File: src/rtl/uart_pkg.sv
// Shared types and constants for the UART receive path.
package uart_pkg;

   typedef enum logic [1:0] {
      ST_IDLE  = 2'd0,
      ST_START = 2'd1,
      ST_DATA  = 2'd2,
      ST_STOP  = 2'd3
   } rx_state_e;

   // Smallest usable bit period; below this the mid-bit sample point collapses.
   localparam int unsigned MIN_DIV   = 4;
   localparam int unsigned FRAME_W   = 8;
   localparam int unsigned BIT_IDX_W = $clog2(FRAME_W);

endpackage

File: src/rtl/sync_fifo.sv
// First-word fall-through FIFO with flush; a pop frees a slot for a push in the same cycle.
module sync_fifo #(
   parameter int unsigned WIDTH = 8,
   parameter int unsigned DEPTH = 8
) (
   input  logic                     clk_i,
   input  logic                     rst_ni,
   input  logic                     clr_i,
   input  logic                     push_i,
   input  logic [WIDTH-1:0]         data_i,
   input  logic                     pop_i,
   output logic [WIDTH-1:0]         data_o,
   output logic                     valid_o,
   output logic                     full_o,
   output logic [$clog2(DEPTH):0]   count_o
);

   localparam int unsigned PTR_W = $clog2(DEPTH);
   localparam int unsigned CNT_W = PTR_W + 1;

   logic [WIDTH-1:0] mem_q [DEPTH];
   logic [PTR_W-1:0] wptr_q;
   logic [PTR_W-1:0] rptr_q;
   logic [CNT_W-1:0] count_q;
   logic [CNT_W-1:0] count_d;
   logic             valid_q;
   logic             full;
   logic             pop_ok;
   logic             push_ok;

   assign full    = (count_q == CNT_W'(DEPTH));
   assign pop_ok  = pop_i & valid_q;
   assign push_ok = push_i & (~full | pop_ok);

   // Next occupancy; a flush overrides any push or pop.
   always_comb begin
      count_d = count_q;
      if (clr_i) begin
         count_d = '0;
      end else if (push_ok && !pop_ok) begin
         count_d = count_q + CNT_W'(1);
      end else if (!push_ok && pop_ok) begin
         count_d = count_q - CNT_W'(1);
      end
   end

   // Storage, pointers and occupancy; pointers wrap naturally at DEPTH.
   always_ff @(posedge clk_i or negedge rst_ni) begin
      if (!rst_ni) begin
         for (int unsigned i = 0; i < DEPTH; i++) begin
            mem_q[i] <= '0;
         end
         wptr_q  <= '0;
         rptr_q  <= '0;
         count_q <= '0;
         valid_q <= 1'b0;
      end else if (clr_i) begin
         wptr_q  <= '0;
         rptr_q  <= '0;
         count_q <= '0;
         valid_q <= 1'b0;
      end else begin
         if (push_ok) begin
            mem_q[wptr_q] <= data_i;
            wptr_q        <= wptr_q + PTR_W'(1);
         end
         if (pop_ok) begin
            rptr_q <= rptr_q + PTR_W'(1);
         end
         count_q <= count_d;
         valid_q <= (count_d != '0);
      end
   end

   assign data_o  = mem_q[rptr_q];
   assign valid_o = valid_q;
   assign full_o  = full;
   assign count_o = count_q;

endmodule

File: src/rtl/uart_rx_fifo.sv
// 8N1 UART receiver feeding a byte FIFO, with sticky frame-error and overrun flags.
module uart_rx_fifo
   import uart_pkg::*;
#(
   parameter int unsigned DEPTH = 8,
   parameter int unsigned DIV_W = 32
) (
   input  logic                   wb_clk_i,
   input  logic                   wb_rst_i,
   input  logic                   ser_rx,
   input  logic                   enable_i,
   input  logic [DIV_W-1:0]       div_i,
   input  logic                   clr_i,
   output logic [7:0]             rx_data_o,
   output logic                   rx_valid_o,
   input  logic                   rx_ready_i,
   output logic [$clog2(DEPTH):0] count_o,
   output logic                   frame_err_o,
   output logic                   overrun_o
);

   logic [1:0]           sync_q;
   logic                 rx_prev_q;
   logic                 rx_s;
   logic                 fall_c;
   logic [DIV_W-1:0]     eff_div_c;

   rx_state_e            state_q;
   logic [DIV_W-1:0]     div_q;
   logic [DIV_W-1:0]     timer_q;
   logic [BIT_IDX_W-1:0] bit_q;
   logic [FRAME_W-1:0]   shift_q;
   logic                 push_q;
   logic                 ferr_q;
   logic                 frame_err_q;
   logic                 overrun_q;

   logic                 fifo_valid;
   logic                 fifo_full;

   assign rx_s      = sync_q[1];
   assign fall_c    = rx_prev_q & ~rx_s;
   assign eff_div_c = (div_i < DIV_W'(MIN_DIV)) ? DIV_W'(MIN_DIV) : div_i;

   // Two-flop synchronizer plus one history flop for falling-edge detection; idle high.
   always_ff @(posedge wb_clk_i or negedge wb_rst_i) begin
      if (!wb_rst_i) begin
         sync_q    <= 2'b11;
         rx_prev_q <= 1'b1;
      end else begin
         sync_q    <= {sync_q[0], ser_rx};
         rx_prev_q <= sync_q[1];
      end
   end

   // Deserializer: divider is captured at the start edge, so mid-frame div_i changes are ignored.
   always_ff @(posedge wb_clk_i or negedge wb_rst_i) begin
      if (!wb_rst_i) begin
         state_q <= ST_IDLE;
         div_q   <= DIV_W'(MIN_DIV);
         timer_q <= '0;
         bit_q   <= '0;
         shift_q <= '0;
         push_q  <= 1'b0;
         ferr_q  <= 1'b0;
      end else begin
         push_q <= 1'b0;
         ferr_q <= 1'b0;
         if (!enable_i) begin
            state_q <= ST_IDLE;
         end else begin
            case (state_q)
               ST_IDLE: begin
                  if (fall_c) begin
                     state_q <= ST_START;
                     div_q   <= eff_div_c;
                     timer_q <= (eff_div_c >> 1) - DIV_W'(1);
                  end
               end
               ST_START: begin
                  if (timer_q == '0) begin
                     if (!rx_s) begin
                        state_q <= ST_DATA;
                        timer_q <= div_q - DIV_W'(1);
                        bit_q   <= '0;
                     end else begin
                        state_q <= ST_IDLE;
                     end
                  end else begin
                     timer_q <= timer_q - DIV_W'(1);
                  end
               end
               ST_DATA: begin
                  if (timer_q == '0) begin
                     shift_q <= {rx_s, shift_q[FRAME_W-1:1]};
                     timer_q <= div_q - DIV_W'(1);
                     if (bit_q == BIT_IDX_W'(FRAME_W - 1)) begin
                        state_q <= ST_STOP;
                     end else begin
                        bit_q <= bit_q + BIT_IDX_W'(1);
                     end
                  end else begin
                     timer_q <= timer_q - DIV_W'(1);
                  end
               end
               ST_STOP: begin
                  if (timer_q == '0) begin
                     state_q <= ST_IDLE;
                     if (rx_s) begin
                        push_q <= 1'b1;
                     end else begin
                        ferr_q <= 1'b1;
                     end
                  end else begin
                     timer_q <= timer_q - DIV_W'(1);
                  end
               end
               default: state_q <= ST_IDLE;
            endcase
         end
      end
   end

   // Sticky status; a clear in the same cycle as a set leaves the flag low.
   always_ff @(posedge wb_clk_i or negedge wb_rst_i) begin
      if (!wb_rst_i) begin
         frame_err_q <= 1'b0;
         overrun_q   <= 1'b0;
      end else if (clr_i) begin
         frame_err_q <= 1'b0;
         overrun_q   <= 1'b0;
      end else begin
         frame_err_q <= frame_err_q | ferr_q;
         overrun_q   <= overrun_q | (push_q & fifo_full & ~(rx_ready_i & fifo_valid));
      end
   end

   sync_fifo #(
      .WIDTH (FRAME_W),
      .DEPTH (DEPTH)
   ) u_fifo (
      .clk_i   (wb_clk_i),
      .rst_ni  (wb_rst_i),
      .clr_i   (clr_i),
      .push_i  (push_q),
      .data_i  (shift_q),
      .pop_i   (rx_ready_i),
      .data_o  (rx_data_o),
      .valid_o (fifo_valid),
      .full_o  (fifo_full),
      .count_o (count_o)
   );

   assign rx_valid_o  = fifo_valid;
   assign frame_err_o = frame_err_q;
   assign overrun_o   = overrun_q;

endmodule

File: config.mk
export PLATFORM = sky130hd
export DESIGN_NAME = uart_rx_fifo
export DESIGN_NICKNAME = d
export VERILOG_FILES = /design/src/rtl/uart_pkg.sv /design/src/rtl/sync_fifo.sv /design/src/rtl/uart_rx_fifo.sv
export SDC_FILE = /design/constraint.sdc
export NUM_CORES = 1
export LEC_CHECK = 0
export CAP_MARGIN = 20
export CELL_PAD_IN_SITES_DETAIL_PLACEMENT = 1
export CELL_PAD_IN_SITES_GLOBAL_PLACEMENT = 2
export CORE_UTILIZATION = 39
export DETAILED_ROUTE_END_ITERATION = 6
export DONT_BUFFER_PORTS = 1
export PLACE_DENSITY = 0.87
export SETUP_SLACK_MARGIN = 0.3
export SLEW_MARGIN = 20
export SYNTH_ARGS = -nofsm -noshare
export SYNTH_HDL_FRONTEND = slang
export SYNTH_SLANG_ARGS = --single-unit
export TNS_END_PERCENT = 5
File: constraint.sdc
create_clock -name wb_clk_i -period 2.7 [get_ports wb_clk_i]
set_input_delay 0.27 -clock wb_clk_i [delete_from_list [all_inputs] [get_ports wb_clk_i]]
set_output_delay 0.27 -clock wb_clk_i [all_outputs]
set_load 0.1 [all_outputs]
# ---- Word level (Yosys, flattened, before mapping)
# Index checks and enable logic that the tools add are counted.
dict set report totals {
  register_bits 159
  input_bits 38
  out_inout_bits 15
  word_cells 128
}
dict set report classes {
  add_sub_neg 8
  magnitude_cmp 4
  n_eq_ne 17
  muxes 45
  bitwise 14
  n_reduce_logical 17
}
# operator n
set ops {}
lappend ops {{$mux W32} 6}
lappend ops {{$pmux W32 S4} 1}
lappend ops {{$bwmux W64} 1}
lappend ops {{$sub A32 B1 Y32 const B} 2}
lappend ops {{$logic_not A32 Y1} 1}
lappend ops {{$lt A32 B3 Y1 const B} 1}
lappend ops {{$sub A31 B1 Y32 const B} 1}
lappend ops {{$bmux W8 S3} 1}
lappend ops {{$demux W8 S3} 1}
lappend ops {{$mux W3} 8}
lappend ops {{$mux W8} 3}
lappend ops {{$ne A3 B3 Y1 const B} 6}
lappend ops {{$mux W4} 4}
lappend ops {{$mux W2} 7}
lappend ops {{$ne A2 B2 Y1 const B} 6}
lappend ops {{$mux W1} 11}
lappend ops {{$add A3 B1 Y3 const B} 3}
lappend ops {{$ge A4 B4 Y1 const B} 2}
lappend ops {{$not A3 Y4} 2}
lappend ops {{$pmux W2 S4} 1}
lappend ops {{$pmux W3 S2} 1}
lappend ops {{$reduce_and A3 Y1} 2}
lappend ops {{$reduce_and A6 Y1} 1}
lappend ops {{$reduce_bool A2 Y1} 3}
lappend ops {{17 further kinds} 30}

# ---- Logic depth before layout (Yosys ltp)
dict set report logic_depth {
  ltp_word 11
  ltp_mapped 14
  ltp_nobuf 12
}

# ---- Hierarchy
# From an unflattened synthesis, not the netlist that was laid out.
dict set report hier_totals {
  cells_unflattened 868
  area_unflattened_um2 9326.4
}
# module n_inst cells_per_inst area_each_um2 seq_area_each_um2
set by_module_without_submodules {}
lappend by_module_without_submodules {uart_rx_fifo 1 636 5703.0 2107.0}
lappend by_module_without_submodules {sync_fifo 1 232 3623.5 1876.8}

# ---- Worst setup path after synthesis
# Ideal clock, no wire load.
dict set report synth_path {
  path_type {input-to-reg}
  startpoint {input port div_i[25]}
  endpoint {register timer_q[10]}
  setup_ps 121
  arrival_time_ps 3532
  t_required_ps 2579
  slack_ps -953
  cell_stages 14
  n_path_buf 2
  path_cell_list {clkbuf_1 -> nor4_1 -> nand2_1 -> or3_1 -> or2_2 -> o21ai_0 -> ha_1 -> nand2b_1 -> or2_2 -> clkbuf_1 -> or4_1 -> xor2_1 -> a21oi_1 -> a22o_1}
}
dict set report synth_between {
  elab_chain_cells 5
}
# item line
set synth_rtl {}
lappend synth_rtl {{start, declared} uart_rx_fifo.sv:12} ;# input logic [DIV_W-1:0] div_i,
lappend synth_rtl {{$lt A32 B3 Y1} uart_rx_fifo.sv:43} ;# assign eff_div_c = (div_i < DIV_W'(MIN_DIV)) ? DIV_W'(MIN_DIV) : div_i;
lappend synth_rtl {{$mux W32} uart_rx_fifo.sv:43}
lappend synth_rtl {{$sub A31 B1 Y32} uart_rx_fifo.sv:77} ;# timer_q <= (eff_div_c >> 1) - DIV_W'(1);
lappend synth_rtl {{$mux W32} uart_rx_fifo.sv:74} ;# if (fall_c) begin
lappend synth_rtl {{$pmux W32 S4} uart_rx_fifo.sv:72} ;# case (state_q)
lappend synth_rtl {{end signal, assigned} uart_rx_fifo.sv:77}
lappend synth_rtl {{end signal, assigned} uart_rx_fifo.sv:84} ;# timer_q <= div_q - DIV_W'(1);
lappend synth_rtl {{end signal, assigned} uart_rx_fifo.sv:90} ;# timer_q <= timer_q - DIV_W'(1);
lappend synth_rtl {{end, declared} uart_rx_fifo.sv:30} ;# logic [DIV_W-1:0] timer_q;
# No other way between the ends. The select of a mux whose other input is x is not followed.
# A chain may end at the register's enable or synchronous reset.

# ---- Final worst setup path
dict set report layout_path {
  startpoint {input port div_i[8]}
  endpoint {register timer_q[10]}
}
dict set report layout_between {
  elab_chain_cells 5
}
# item line
set layout_rtl {}
lappend layout_rtl {{$lt A32 B3 Y1} uart_rx_fifo.sv:43}
lappend layout_rtl {{$mux W32 *} uart_rx_fifo.sv:43}
lappend layout_rtl {{$sub A31 B1 Y32 *} uart_rx_fifo.sv:77}
lappend layout_rtl {{$mux W32 *} uart_rx_fifo.sv:74}
lappend layout_rtl {{$pmux W32 S4 *} uart_rx_fifo.sv:72}
# Every way passes the cells marked *; elsewhere a longest branch is shown, timed or not. The select of a mux whose other input is x is not followed.

==> flow_metrics.env <==
export IMPL_fin_hold_ws_ns=-0.487
export IMPL_avgSynthCellArea_um2=10.5
export IMPL_clockBufferDepth=2
export IMPL_hpwl_um=19600
export IMPL_grt_busiest_layer="met2"
export IMPL_async_flop_share_pct=100
export IMPL_max_cap_violations=0
export IMPL_slew_violations=0
export IMPL_grtUsageTotal_pct=24.8
export IMPL_fmax_ghz=0.383
export IMPL_initial_core_util_pct=40.1
export IMPL_dieWidth_um=158
export IMPL_synth_warnings=0
export IMPL_grt_use_met3_pct=4.98
export IMPL_gp_congestion=0.848
export IMPL_first_pass_iters=4
export IMPL_powerDensity_nw_per_um2=729
export IMPL_synth_cell_types=77
export IMPL_drt_wirelength_per_cell_um=22.0
export IMPL_path_class="input port to flop"
export IMPL_grt_start_max_net_pins=160
export IMPL_dpl_instance_area_um2=10400
export IMPL_antenna_left=0
export IMPL_cp_max_fo=8
export IMPL_cts_hold_buffers=32
export IMPL_synth_compound_area_share_pct=11.8
export IMPL_hp_class="input port to async pin"
export IMPL_cts_max_level=4
export IMPL_vdd_drop_max_uv=563
export IMPL_worst_ep_required_time_ns=3.04
export IMPL_synth_xor_area_share_pct=5.65
export IMPL_synth_simple_area_share_pct=17.6
export IMPL_finalHoldViolCount=159
export IMPL_synth_top_family_by_area="multiplexers"
export IMPL_drc=0
export IMPL_cp_arrival_ns=2.95
export IMPL_n_fill_cell=2576
export IMPL_port_buffers=0
export IMPL_cpMostUsedCell="or2_4"
export IMPL_std_cell_rows=56
export IMPL_grtUsageMet1_pct=31.5
export IMPL_met2_usage_pct=42.5
export IMPL_numCtsBuffers=17
export IMPL_grt_pass1_vias=8332
export IMPL_synth_fp_nets=956
export IMPL_cp_start_kind="input port"
export IMPL_setup_ws_ns=0.0864
export IMPL_synthTopCellsByArea="dfrtp_1, mux2_2, mux4_2, xnor2_1, xor2_1"
export IMPL_antenna_found_initial=0
export IMPL_clock_latency_ns=0.46
export IMPL_coreArea_um2=23600
export IMPL_synth_adder_area_share_pct=1.98
export IMPL_finalCriticalPeriod_ns=2.61
export IMPL_finalCritPeriodShare_pct=96.8
export IMPL_drt_iter0_markers=497
export IMPL_ios=53
export IMPL_clkTransAtPathRegs_ns=0.07
export IMPL_violations="negative hold slack"
export IMPL_yosys_area_top_type="dfrtp_1"
export IMPL_viasPerCell=5.88
export IMPL_cts_root_buf="clkbuf_16"
export IMPL_status="finished, violations left"
export IMPL_utilization_pct=49.3
export IMPL_vias=7803
export IMPL_fp_dieH_um=158
export IMPL_cts_tree="done"
export IMPL_synth_area_mux_share_pct=17.9
export IMPL_dp_slack_ns=-0.415
export IMPL_grt_pass1_wl_um=46800
export IMPL_rsz0062_at_grt="yes"
export IMPL_nNetsFinal=1048
export IMPL_netlist_instances=903
export IMPL_crit_path_max_incr_delay_ns=0.43
export IMPL_routed_wl_um=29100
export IMPL_yosys_register_bits=159
export IMPL_slowest_stage="or4_4"
export IMPL_worst_slew_margin_rel_pct=32.5
export IMPL_netlist_area_um2=9460
export IMPL_yosys_most_used_dff="dfrtp_1"
export IMPL_tightest_slew_ns=1.00
export IMPL_path_cells="nor4_4, nand3_2, or3_4, or2_4, o21ai_4, ha_4, nand2b_4, or2_4, or4_4, xor2_1, a21oi_1, a22o_1"
export IMPL_diodes=0
export IMPL_leakagePower_nw=4.79
export IMPL_clock_sinks=159
export IMPL_design_area_um2=11600
export IMPL_drive_above_1_share_pct=31.7
export IMPL_synth_top_area_share_pct=41.0
export IMPL_synth_enable_flop_cells=0
export IMPL_finClkSkew_ns=0.0146
export IMPL_cp_end_kind="flop"
export IMPL_die_area_um2=24900
export IMPL_ys_seq_area_share_pct=42.1
export IMPL_syn_to_final_growth_pct=22.9
export IMPL_overflow=0
export IMPL_finalSetupViolCount=0
[routing by layer]
| layer | vias up | part of all wire (%) |
|---|---|---|
| met2 | 194 | 50 |
| met3 | 31 | 4.9 |
| li1 | 3586 | - |
| met1 | 3992 | 43 |
| met4 | 0 | 1.4 |
| met5 | - | 0 |
[worst max-delay path: cells and delay by family]
| family | cells | cell delay (ns) |
|---|---|---|
| xor+xnor | 1 | 0.16 |
| fa+ha+maj | 1 | 0.17 |
| compound gates | 3 | 0.44 |
| simple gates | 7 | 1.90 |
[timing repair]
action	in CTS	in global routing
endpoints found under the setup margin	89	83
endpoints found under the hold margin	205	159
resized for setup	9	28
pin swaps	1	18
buffers inserted	2	7
[cell usage in the layout (no fill, tap or decap), types with 4 or more instances in the layout]
master,count
dfrtp_1,154
mux2_2,110
buf_4,88
nand2_1,57
nor2_1,53
o21ai_0,37
nor3_1,35
xnor2_1,33
dlygate4sd3_1,32
a21oi_1,26
xor2_1,25
nand3_1,21
inv_1,20
nor4_1,20
nand4_1,17
clkbuf_16,17
or3_1,16
mux4_2,16
ha_1,12
or4_1,11
nor4_4,9
mux2i_1,9
a22oi_1,9
o22ai_1,9
o31ai_1,9
a211oi_1,7
or2_2,7
a31oi_1,5
a221oi_1,5
nand3b_1,5
a22o_1,5
clkinv_8,5
or3_4,4
nor4_2,4
and3_1,4
inv_8,4
dfstp_2,4
[synthesized netlist by cell type (11+ instances only)]
library cell	instances
nand2_1	58
ha_1	15
mux2_2	110
or3_1	19
clkbuf_1	37
nor4_1	27
o21ai_0	39
nor3_1	37
a21oi_1	26
dfrtp_1	155
xor2_1	25
nor2_1	56
xnor2_1	36
or4_1	12
mux4_2	16
nand3_1	23
inv_1	20
o31ai_1	11
nand4_1	17
[metrics by stage]
| stage | instances | power, mW | setup TNS (ns) | hold slack, ns |
|---|---|---|---|---|
| 3_5_place_dp | 1254 | 5.76 | -4.00 | -0.0169 |
| 2_1_floorplan | 903 | 4.96 | -4.92 | -0.0256 |
| 3_3_place_gp | 1254 | 5.69 | -2.79 | -0.0157 |
| 4_1_cts | 1320 | 8.45 | 0 | -0.512 |
| 5_1_grt | 1327 | 8.92 | 0 | -0.511 |
| 6_report | 1327 | 8.48 | 0 | -0.487 |
[report_power, final]
| group | total, mW | internal [mW] | switching, mW |
|---|---|---|---|
| clock network | 2.57 | 1.28 | 1.29 |
| registers | 3.33 | 2.78 | 0.544 |
| logic | 2.58 | 1.13 | 1.45 |
[registers in the layout (all words and copies together), names as in the netlist]
| signal | cells |
|---|---|
| u_fifo.wptr_q | 3 |
| shift_q | 8 |
| u_fifo.count_o | 4 |
| u_fifo.rptr_q | 3 |
| push_q | 1 |
| sync_q | 2 |
| bit_q | 3 |
| frame_err_o | 1 |
| state_q | 2 |
| timer_q | 32 |
| ferr_q | 1 |
| u_fifo.valid_o | 1 |
| rx_prev_q | 1 |
| div_q | 32 |
| u_fifo.mem_q | 64 |
| overrun_o | 1 |
[layout make-up]
type	count	area, µm²	area share, %
multi-input cells	672	5480	47.1
flip-flops and latches	159	3990	34.3
repair buffers	125	1060	9.14
clock buffers	17	425	3.66
well taps	319	399	3.43
clock inverters	15	201	1.73
inverters	20	75.1	0.646
[cell families after synthesis]
logic type      Yosys count
simple gates            301
flops                   159
buf+inv                  72
mux                     135
fa+ha+maj                15
compound gates          160
xor+xnor                 61
[worst paths after layout]
check	startpoint	slack (ns)	endpoint	depth (start not counted)
max in group asynchronous	wb_rst_i	2.80	div_q[2]$_DFFE_PN1P_	0
max reg2reg	timer_q[7]$_DFFE_PN0P_	0.17	timer_q[9]$_DFFE_PN0P_	7
max	div_i[8]	0.09	timer_q[10]$_DFFE_PN0P_	12
min in group wb_clk_i	enable_i	0.03	state_q[1]$_DFFE_PN0P_	2
min reg2reg	sync_q[0]$_DFF_PN1_	0.38	sync_q[1]$_DFF_PN1_	0
min	wb_rst_i	-0.49	u_fifo.count_o[0]$_DFF_PN0_	0
Power figures use the tool's default switching activity.
